`config.mk`:
```
export PLATFORM = sky130hd
export DESIGN_NAME = oam_dma
export DESIGN_NICKNAME = d
export VERILOG_FILES = /design/src/rtl/gb_pkg.sv /design/src/rtl/oam_dma.sv
export SDC_FILE = /design/constraint.sdc
export NUM_CORES = 1
export LEC_CHECK = 0
export BUFFER_PORTS_ARGS = -buffer_cell sky130_fd_sc_hd__buf_4
export CAP_MARGIN = 20
export CELL_PAD_IN_SITES_DETAIL_PLACEMENT = 1
export CELL_PAD_IN_SITES_GLOBAL_PLACEMENT = 1
export CORE_ASPECT_RATIO = 0.7
export CORE_MARGIN = 4
export CORE_UTILIZATION = 38
export DETAILED_ROUTE_END_ITERATION = 8
export GPL_ROUTABILITY_DRIVEN = 0
export HOLD_SLACK_MARGIN = 0.02
export PLACE_DENSITY_LB_ADDON = 0.1
export RECOVER_POWER = 100
export SETUP_SLACK_MARGIN = 0.1
export SYNTH_ARGS = -nofsm -noshare
export SYNTH_HDL_FRONTEND = slang
export SYNTH_SLANG_ARGS = --single-unit
```
`constraint.sdc`:
```
create_clock -name clk -period 2.95 [get_ports clk]
set_input_delay 0.59 -clock clk [delete_from_list [all_inputs] [get_ports clk]]
set_output_delay 0.59 -clock clk [all_outputs]
set_load 0.02 [all_outputs]
```
`src/rtl/gb_pkg.sv`:
```
// Shared memory-map constants and DMA state encoding for the OAM DMA engine and the PPU.
package gb_pkg;

    localparam logic [15:0] OAM_BASE    = 16'hFE00;
    localparam int          OAM_LEN     = 160;
    localparam logic [15:0] DMA_REG     = 16'hFF46;
    localparam logic [15:0] HRAM_START  = 16'hFF80;
    localparam logic [15:0] HRAM_END    = 16'hFFFE;
    localparam logic [15:0] IO_START    = 16'hFF00;
    localparam logic [15:0] IO_END      = 16'hFF7F;
    localparam int          START_DELAY = 1;

    typedef enum logic [1:0] {
        DMA_IDLE,
        DMA_DELAY,
        DMA_RD,
        DMA_WR
    } dma_state_t;

    // Sources in 0xE0-0xFF alias the work RAM mirror, so fold them down by 0x20.
    function automatic logic [7:0] echo_fold(input logic [7:0] hi);
        return (hi >= 8'hE0) ? (hi - 8'h20) : hi;
    endfunction

endpackage

```
`src/rtl/oam_dma.sv`:
```
// OAM DMA engine: owns the DMA register, copies one 160-byte page into OAM and
// arbitrates the shared memory bus between the CPU and the copy engine.
module oam_dma
    import gb_pkg::*;
(
    input  logic        clk,
    input  logic        reset,
    input  logic [15:0] cpu_addr,
    input  logic [7:0]  cpu_data_write,
    input  logic        cpu_do_write,
    output logic [7:0]  cpu_data_read,
    output logic [15:0] bus_addr,
    output logic [7:0]  bus_data_write,
    output logic        bus_do_write,
    input  logic [7:0]  bus_data_read,
    output logic        dma_active
);

    dma_state_t  state_reg, state_next;
    logic [7:0]  dma_val_reg, dma_val_next;
    logic [7:0]  src_hi_reg, src_hi_next;
    logic [7:0]  idx_reg, idx_next;
    logic [7:0]  byte_buf_reg, byte_buf_next;
    logic [3:0]  delay_cnt_reg, delay_cnt_next;
    logic        dma_active_reg, dma_active_next;

    logic cpu_hits_reg;
    logic cpu_in_hram;
    logic reg_write;
    logic stall;

    always_ff @(posedge clk or negedge reset) begin
        if (!reset) begin
            state_reg      <= DMA_IDLE;
            dma_val_reg    <= 8'h00;
            src_hi_reg     <= 8'h00;
            idx_reg        <= 8'h00;
            byte_buf_reg   <= 8'h00;
            delay_cnt_reg  <= 4'd0;
            dma_active_reg <= 1'b0;
        end else begin
            state_reg      <= state_next;
            dma_val_reg    <= dma_val_next;
            src_hi_reg     <= src_hi_next;
            idx_reg        <= idx_next;
            byte_buf_reg   <= byte_buf_next;
            delay_cnt_reg  <= delay_cnt_next;
            dma_active_reg <= dma_active_next;
        end
    end

    always_comb begin
        state_next      = state_reg;
        dma_val_next    = dma_val_reg;
        src_hi_next     = src_hi_reg;
        idx_next        = idx_reg;
        byte_buf_next   = byte_buf_reg;
        delay_cnt_next  = delay_cnt_reg;
        dma_active_next = dma_active_reg;

        cpu_hits_reg = (cpu_addr == DMA_REG);
        cpu_in_hram  = (cpu_addr >= HRAM_START) && (cpu_addr <= HRAM_END);
        reg_write    = cpu_do_write && cpu_hits_reg;
        // HRAM traffic takes the bus away from the copy engine for one cycle.
        stall        = ((state_reg == DMA_RD) || (state_reg == DMA_WR)) && cpu_in_hram;

        bus_addr       = cpu_addr;
        bus_data_write = cpu_data_write;
        bus_do_write   = cpu_do_write && !cpu_hits_reg;
        cpu_data_read  = cpu_hits_reg ? dma_val_reg : bus_data_read;

        if (dma_active_reg && !cpu_hits_reg && !cpu_in_hram) begin
            cpu_data_read = 8'hFF;
            bus_do_write  = 1'b0;
        end

        case (state_reg)
            DMA_DELAY: begin
                if (delay_cnt_reg <= 4'd1) begin
                    state_next = DMA_RD;
                end
                if (delay_cnt_reg != 4'd0) begin
                    delay_cnt_next = delay_cnt_reg - 4'd1;
                end
            end
            DMA_RD: begin
                if (!stall) begin
                    bus_addr      = {src_hi_reg, idx_reg};
                    bus_do_write  = 1'b0;
                    byte_buf_next = bus_data_read;
                    state_next    = DMA_WR;
                end
            end
            DMA_WR: begin
                if (!stall) begin
                    bus_addr       = OAM_BASE + {8'h00, idx_reg};
                    bus_data_write = byte_buf_reg;
                    bus_do_write   = 1'b1;
                    if (idx_reg == 8'(OAM_LEN - 1)) begin
                        state_next      = DMA_IDLE;
                        dma_active_next = 1'b0;
                    end else begin
                        idx_next   = idx_reg + 8'd1;
                        state_next = DMA_RD;
                    end
                end
            end
            default: ;
        endcase

        // A register write always wins and restarts the copy from byte 0.
        if (reg_write) begin
            dma_val_next    = cpu_data_write;
            src_hi_next     = echo_fold(cpu_data_write);
            idx_next        = 8'h00;
            delay_cnt_next  = 4'(START_DELAY);
            state_next      = (START_DELAY == 0) ? DMA_RD : DMA_DELAY;
            dma_active_next = 1'b1;
        end
    end

    assign dma_active = dma_active_reg;

endmodule

```
-- Yosys cells after proc, flatten, opt, wreduce, memory -nomap -nowiden
Cells that the tools add are included.
- $add $sub $neg: 4
- $mul: 0
- div/mod/pow operators: 0
- magnitude comparators: 4
- equal/unequal tests: 10
- shifts and indexed selects: 0
- mux-type cells: 29
- bitwise gates (word level): 1
- reduce and logical (&&, ||, !) cells: 20
- operator list (operator ; number):
    8-bit 2-to-1 mux ; 9
    16-bit 2-to-1 mux ; 2
    16-bit case mux with 2 select lines ; 1
    16-bit == test, second input constant ; 1
    16-bit greater-or-equal comparator, second input constant ; 1
    16-bit less-or-equal comparator, second input constant ; 1
    4-bit 2-to-1 mux ; 3
    10-bit by 9-bit adder with 11-bit output, first input constant ; 1
    2-bit 2-to-1 mux ; 5
    3-bit inequality test, second input constant ; 3
    8-bit by 1-bit adder with 8-bit output, second input constant ; 1
    8-bit == test, second input constant ; 1
    8-bit greater-or-equal comparator, second input constant ; 1
    2-bit nonzero test ; 4
    4-bit nonzero test ; 2
    8-bit by 6-bit subtractor with 8-bit output, second input constant ; 1
    1-bit 2-to-1 mux ; 7
    1-bit logical AND ; 6
    2-bit case mux with 3 select lines ; 1
    3-bit AND reduction ; 2
    2-bit == test, second input constant ; 2
    4-bit by 1-bit less-or-equal comparator with 1-bit output, second input constant ; 1
    2-bit inequality test, second input constant ; 2
    2-bit AND reduction ; 2
    7 further kinds ; 8
- flip-flop bits (word level): 39
- bits in latches: 0
- bits in writable memories: 0
- bits in read-only memories: 0
- output and inout port bits: 34
- logic and storage cells: 75
- memories: 0

-- Logic depth before layout (Yosys ltp)
Gate-level depths: netlist of run 1.
- depth in word-level cells: 7
- gate-level depth with buffers: 6
- gate-level depth less buffers: 6

-- Least setup slack after synthesis of run 1
No wires, ideal clock.
- kind: input to output
- from: input port cpu_addr[3]
- to: output port cpu_data_read[0]
- arrival: 2.155 ns
- required time: 2.360 ns
- path slack: 0.205 ns
- cell stages on the path: 5
- path through: or4_4 > nor4_4 > clkbuf_1 > nor2_1 > a21oi_1
- cells in the longest elaborated chain, start to end: 5
- elaborated cells between the ends (all ways): 10
- those cells by class: 2 x order compare; 1 x eq/ne; 2 x mux; 5 x reduce/logical
- ends and longest elaborated chain (item ; line ; text):
    from (decl) ; oam_dma.sv:8 ; input logic [15:0] cpu_addr,
    16-bit greater-or-equal comparator (tied with other cells) ; oam_dma.sv:62 ; cpu_in_hram = (cpu_addr >= HRAM_START) && (cpu_addr <= HRAM_END);
    1-bit logical AND or 1-bit logical NOT (tied branches) ; oam_dma.sv:62, oam_dma.sv:72 ;
    1-bit logical NOT or 1-bit logical AND (tied branches) ; oam_dma.sv:72 ; if (dma_active_reg && !cpu_hits_reg && !cpu_in_hram) begin
    1-bit logical AND ; oam_dma.sv:72 ;
    8-bit 2-to-1 mux (*) ; oam_dma.sv:72 ;
    to (decl) ; oam_dma.sv:11 ; output logic [7:0] cpu_data_read,
Mark *: on every way between the ends. The rest lies on a longest branch, timed or not.

-- Worst setup path after layout of run 1
- from: input port cpu_addr[3]
- to: output port cpu_data_read[3]
The elaborated chain is that of the path after synthesis.

==> flow_metrics.py, run 1 <==
metrics = {
    "synth": {
        "yosysSeqAreaShare_pct": 38.2,
        "avgSynthCellArea_um2": 9.20,
        "synth-edff-count": 0,
        "synth_top_area_share_pct": 38.2,
        "synth-async-reset-ratio_pct": 100,
        "synth_flop_cell": "dfrtp_1",
        "ys.warnings.count": 0,
        "synthTopCellsByArea": "dfrtp_1, mux2_2, o21ai_0",
        "syn_nets": 281,
        "synth_seq_cells": 34,
        "yosysTopAreaCell": "dfrtp_1",
        "synth_area_um2": 2230,
        "synth.distinct_cells": 48,
        "syn_inst": 242,
    },
    "final_layout": {
        "drive_gt1_share_pct": 39.1,
        "diodes": 0,
        "area_growth_pct": 34.5,
        "nNetsFinal": 365,
        "final_area_um2": 3000,
        "instances_no_fill": 402,
    },
    "detailed_routing": {
        "avgViaCountPerCell": 5.64,
        "wl_per_cell_um": 19.5,
        "drc": 0,
        "vias": 2266,
        "drt_wl_total_um": 7840,
        "antenna_left": 0,
        "initialDrtViolationCount": 117,
        "dr.pass1.iters": 4,
    },
    "power": {
        "leakage_uw": 0.00134,
        "ir_worst_vdd_mv": 0.290,
        "power.density_nw_per_um2": 915,
        "total_power_uw": 2740,
    },
    "placement": {
        "place_hpwl_um": 5700,
        "dp.cells": 386,
        "port-buffer-count": 68,
        "place_area_um2": 2880,
        "post-place-ws_ns": -0.0623,
    },
    "clock_tree": {
        "cts_buffers": 5,
        "clkLatencyLatePin_ns": 0.29,
        "cts_tree": "yes",
        "clk_pin_slew_worst_paths_ns": 0.08,
        "htreeDepth": 2,
        "ctsLongestPathBuffers": 2,
        "cts-root-buf": "clkbuf_8",
        "cts.sink_count": 34,
    },
    "global_route": {
        "track_usage_pct": 21.9,
        "grt_pass1_wl_um": 12300,
        "antenna_found_initial": 0,
        "gr-total-overflow": 0,
        "first_global_vias": 2317,
        "grt_max_degree": 35,
    },
    "run": {
        "maxCapViolCount": 1,
    },
    "worst_setup_path": {
        "endpoint_kind": "output pin",
        "cp-start-kind": "input pin",
        "path_class": "input pin to output pin",
        "crit_path_max_fanout": 5,
        "critPathArrivalTime_ns": 2.26,
        "crit_required_ns": 2.36,
    },
    "die": {
        "fp.dieH_um": 72.1,
        "row_count": 23,
        "core_area_um2": 5700,
        "die_w_um": 99.5,
        "die_area_um2": 7170,
        "io_pins": 69,
        "initial_core_util_pct": 39.1,
    },
    "timing": {
        "postLayoutSetupSlackWorst_ns": 0.103,
        "hold_viol": 0,
        "final-setup-viol-count": 0,
        "fin_crit_ns": 2.85,
        "fmax_mhz": 351,
        "skew_ns": 0.00747,
        "setup_tns_ns": 0,
        "finalCritPeriodShare_pct": 96.5,
        "worst_pin_slew_ns": 2.02,
        "slew-limit-headroom_pct": -34.8,
        "rsz0062_at_grt": "yes",
        "slew_viol_final": 35,
    },
    "hold_path": {
        "hold_class": "flop to flop",
    },
    "run_status": {
        "outcome": "finished with violations",
        "failed_checks": "max-capacitance violations, max-slew violations",
    },
}
[critical path: stages]
cell and delay [ns]:
buf_6 0.10, or4_4 0.54, or4_4 0.54, buf_8 0.18, nor2_4 0.10, a21oi_2 0.04
clkbuf_2 0.17
[synth_stat cells, drive strengths merged (3+ instances only)]
library cell	count
ha	4
nand2	10
o211ai	6
a2111o	3
nand4	4
inv	8
dfrtp	34
clkbuf	8
o21ai	33
xnor2	3
nor2	32
mux2	28
buf	5
a31oi	3
nand3	11
and3	3
or4	3
a21oi	15
[area by class of cell]
class	instances	area, um^2
fill	670	2700
multi-input combinational	186	1310
sequential	34	851
timing repair buffer	90	609
tap	75	93.8
clock buffer	6	82.6
inverter	9	33.8
clock inverter	2	12.5
[metrics by stage]
step	util [%]	hold WS, ns
final	52.6	0.509
after global routing	52.6	0.527
after CTS	52.6	0.269
after detailed placement	50.6	0.491
after global placement	50.6	0.485
after floorplan	-	0.294
[repair_timing]
item	CTS	global route
pin swaps	0	4
gates resized for setup	4	18
setup endpoints to repair	15	24
cloned	0	1
hold buffers	0	0
buffers inserted	1	6
[cells by family after synthesis]
kind of cell               count (synthesis)  share of synthesized area [%]
and+or+nand+nor                           76                           18.3
AOI/OAI and AO/OA                         74                           20.6
DFF                                       34                           38.2
muxes                                     29                           14.9
buffers and inverters                     22                           4.55
adders and majority gates                  4                           2.25
xor gates and xnor gates                   3                           1.18
[metal layers]
layer	vias to the layer above	wire (um)	global-route usage, %
li1	1060	-	-
met1	1136	3800	31.4
met2	66	3630	34.8
met3	4	377	4.13
met4	0	39	4.09
met5	-	0	0
[placed cells by master, fill, tap and decap left out, drive strengths merged, types with 8 or more instances in the layout]
master and instances:
buf 53, clkbuf 43, dfrtp 34, o21ai 33, nor2 32, mux2 28, a21oi 15, nand3 11
nand2 10, inv 8
[path summary, 6_finish.rpt]
| kind | startpoint | to | slack [ns] | cells past startpoint |
|---|---|---|---|---|
| max reg2reg | idx_reg[5] | idx_reg[2] | 1.04 | 4 |
| max | cpu_addr[3] | cpu_data_read[3] | 0.10 | 7 |
| min | byte_buf_reg[4] | byte_buf_reg[4] | 0.51 | 1 |
| min reg2reg | byte_buf_reg[4] | byte_buf_reg[4] | 0.51 | 1 |
| min in group asynchronous | reset | byte_buf_reg[2] | 0.87 | 1 |
| max in group asynchronous | reset | idx_reg[3] | 0.92 | 1 |
[power by group]
group | leakage [uW] | switching [uW] | internal [uW]
Sequential | 0.000412 | 144 | 607
Clock | 0.0000472 | 192 | 188
Combinational | 0.000883 | 960 | 649
Power figures use the tool's default switching activity.
==> inputs of run 2 (changes only) <==
==> constraint.sdc (replaced) <==
create_clock -name clk -period 2.95 [get_ports clk]
set_input_delay 0 -clock clk [delete_from_list [all_inputs] [get_ports clk]]
set_output_delay 0 -clock clk [all_outputs]
set_load 0.02 [all_outputs]
==> run 2 against run 1 <==
  * The run still ends with max-capacitance violations, max-slew violations left
  * Power down 2.9%
  * Largest cell class unchanged
  * Sequential cell count stayed put
  * Wire length down 4.4%
  * Hold slack worse by 0.47 ns
  * Critical path depth did not move
  * Setup slack gained 0.58 ns
  * Utilization shrank 2.1 points
  * Critical endpoint is now bus_addr[14]
  * Global-route usage increased by 0.53 points
  * Register-to-register slack got worse by 0.18 ns
  * Sequential share of layout area increased by 1.2 points
  * Clock power shrank 2%
  * Final area down 4.0%
==> flow_metrics.py, run 2 (synthesis gave the netlist of run 1 again) <==
metrics = {
    "final_layout": {
        "num-fill-cells": 718,
        "nNetsFinal": 364,
        "layout_common_cells": "buf_4, clkbuf_1, dfrtp_1",
        "area_growth_pct": 29.2,
        "seq_area_um2": 851,
        "multi_input_area_um2": 1230,
        "mostFrequentLayoutCell": "buf_4",
        "diodes": 0,
        "drive_gt1_share_pct": 23.3,
    },
    "power": {
        "total_power_uw": 2660,
        "ir_worst_vdd_mv": 0.337,
        "leakage_uw": 0.00122,
        "power.density_nw_per_um2": 925,
    },
    "worst_setup_path": {
        "crit_buf_inv": 3,
        "endpoint_kind": "output pin",
        "cp-startpoint": "cpu_addr[6]",
        "cp-start-kind": "input pin",
        "cpLargestDelayFamily": "compound AO/OA/AOI/OAI gates",
        "crit_path_max_fanout": 20,
        "critPathArrivalTime_ns": 2.26,
        "critPathMaxStageDelay_ns": 1.02,
        "crit_required_ns": 2.95,
        "cp_slowest_cell": "a2111oi_0",
        "path_cells": "buf_4, and3_1, a2111oi_0, buf_4, o21ai_0, o21ai_0, clkbuf_1",
        "r2r-start": "state_reg[0]",
        "path_class": "input pin to output pin",
    },
    "clock_tree": {
        "clk_pin_slew_worst_paths_ns": 0.08,
        "clkLatencyLatePin_ns": 0.29,
        "cts_buffers": 5,
        "cts_tree": "yes",
        "cts_setup_buffers": 0,
        "cts-root-buf": "clkbuf_8",
        "cts.sink_count": 34,
        "ctsLongestPathBuffers": 2,
        "htreeDepth": 2,
    },
    "detailed_routing": {
        "antenna_left": 0,
        "drt_wl_total_um": 7500,
        "dr.pass1.iters": 4,
        "wl_per_cell_um": 18.7,
        "initialDrtViolationCount": 110,
        "drc": 0,
        "vias": 2240,
        "avgViaCountPerCell": 5.59,
    },
    "die": {
        "initial_core_util_pct": 39.1,
        "io_pins": 69,
        "die_w_um": 99.5,
        "row_count": 23,
        "core_area_um2": 5700,
        "fp.dieH_um": 72.1,
        "die_area_um2": 7170,
    },
    "timing": {
        "final-setup-viol-count": 0,
        "hold_viol": 0,
        "skew_ns": 0.00787,
        "slew_viol_final": 35,
        "worst_pin_slew_ns": 2.01,
        "slew-limit-headroom_pct": -34.2,
        "fmax_mhz": 442,
        "finalCritPeriodShare_pct": 76.7,
        "rsz0062_at_grt": "no",
        "fin_crit_ns": 2.26,
        "setup_tns_ns": 0,
    },
    "global_route": {
        "first_global_vias": 2391,
        "grt_pass1_wl_um": 12600,
        "antenna_found_initial": 0,
        "gr-total-overflow": 0,
        "grt_max_degree": 35,
        "track_usage_pct": 22.4,
    },
    "placement": {
        "port-buffer-count": 68,
        "place_hpwl_um": 5390,
    },
    "hold_path": {
        "hold_class": "input pin to flop",
        "min_from": "cpu_data_write[5]",
    },
    "run_status": {
        "outcome": "finished with violations",
        "failed_checks": "max-capacitance violations, max-slew violations",
    },
    "run": {
        "maxCapViolCount": 1,
    },
}
-- run 2: changes by cell type in the layout (fill, tap and decap cells not counted), sizes merged --
cell,before,now
dlygate4sd3,0,16
buf,53,38
clkbuf,43,41
-- run 2: tightest hold or removal path: stages --
cell     delay, ns
buf_4         0.09
nand3_1       0.07
nand2_1       0.08
o21ai_1       0.05
-- run 2: layer usage --
metal	up-vias	part of all wire (%)	GRT usage, %	routed length, um
li1	1063	-	-	-
met1	1115	48	32.5	3590
met2	57	46	35.3	3440
met3	5	5.6	3.94	422
met4	0	0.61	4.55	46
met5	-	0	0	0
-- run 2: cell type report --
cell class / count / share of cell area [%]
well taps: 75 / 3.26
flip-flops and latches: 34 / 29.6
inverters: 9 / 1.17
clock buffers: 6 / 2.87
multi-input cells: 186 / 42.6
repair buffers: 89 / 20.1
clock inverters: 2 / 0.435
-- run 2: where the power goes --
| group | total [uW] | internal (uW) | switching (uW) |
|---|---|---|---|
| registers | 788 | 606 | 181 |
| logic | 1500 | 587 | 913 |
| clock network | 373 | 188 | 186 |
-- run 2: final timing paths --
| path | end | slack (ns) | cells after the start |
|---|---|---|---|
| hold / removal | src_hi_reg[7] | 0.04 | 4 |
| max in group asynchronous | idx_reg[2] | 0.98 | 2 |
| setup reg to reg | idx_reg[7] | 0.86 | 4 |
| hold reg to reg | byte_buf_reg[1] | 0.50 | 1 |
| min in group asynchronous | byte_buf_reg[2] | 0.81 | 2 |
| setup / recovery | bus_addr[14] | 0.69 | 7 |
-- run 2: timing repair --
action | 4_1_cts | 5_1_grt
gates resized for setup | 0 | 0
hold buffers | 16 | 0
endpoints found under the hold margin | 49 | 0
-- run 2: through the flow --
step,hold slack [ns],cells,instance area (um^2),util [%],setup WS (ns)
final,0.0374,401,2880,50.5,0.687
after global routing,0.0739,401,2880,50.5,0.499
after CTS,0.0255,401,3070,53.9,0.862
after detailed placement,-0.00479,377,2810,49.4,0.771
after global placement,-0.0169,377,2810,49.4,0.781
after floorplan,-0.296,242,2230,-,1.21
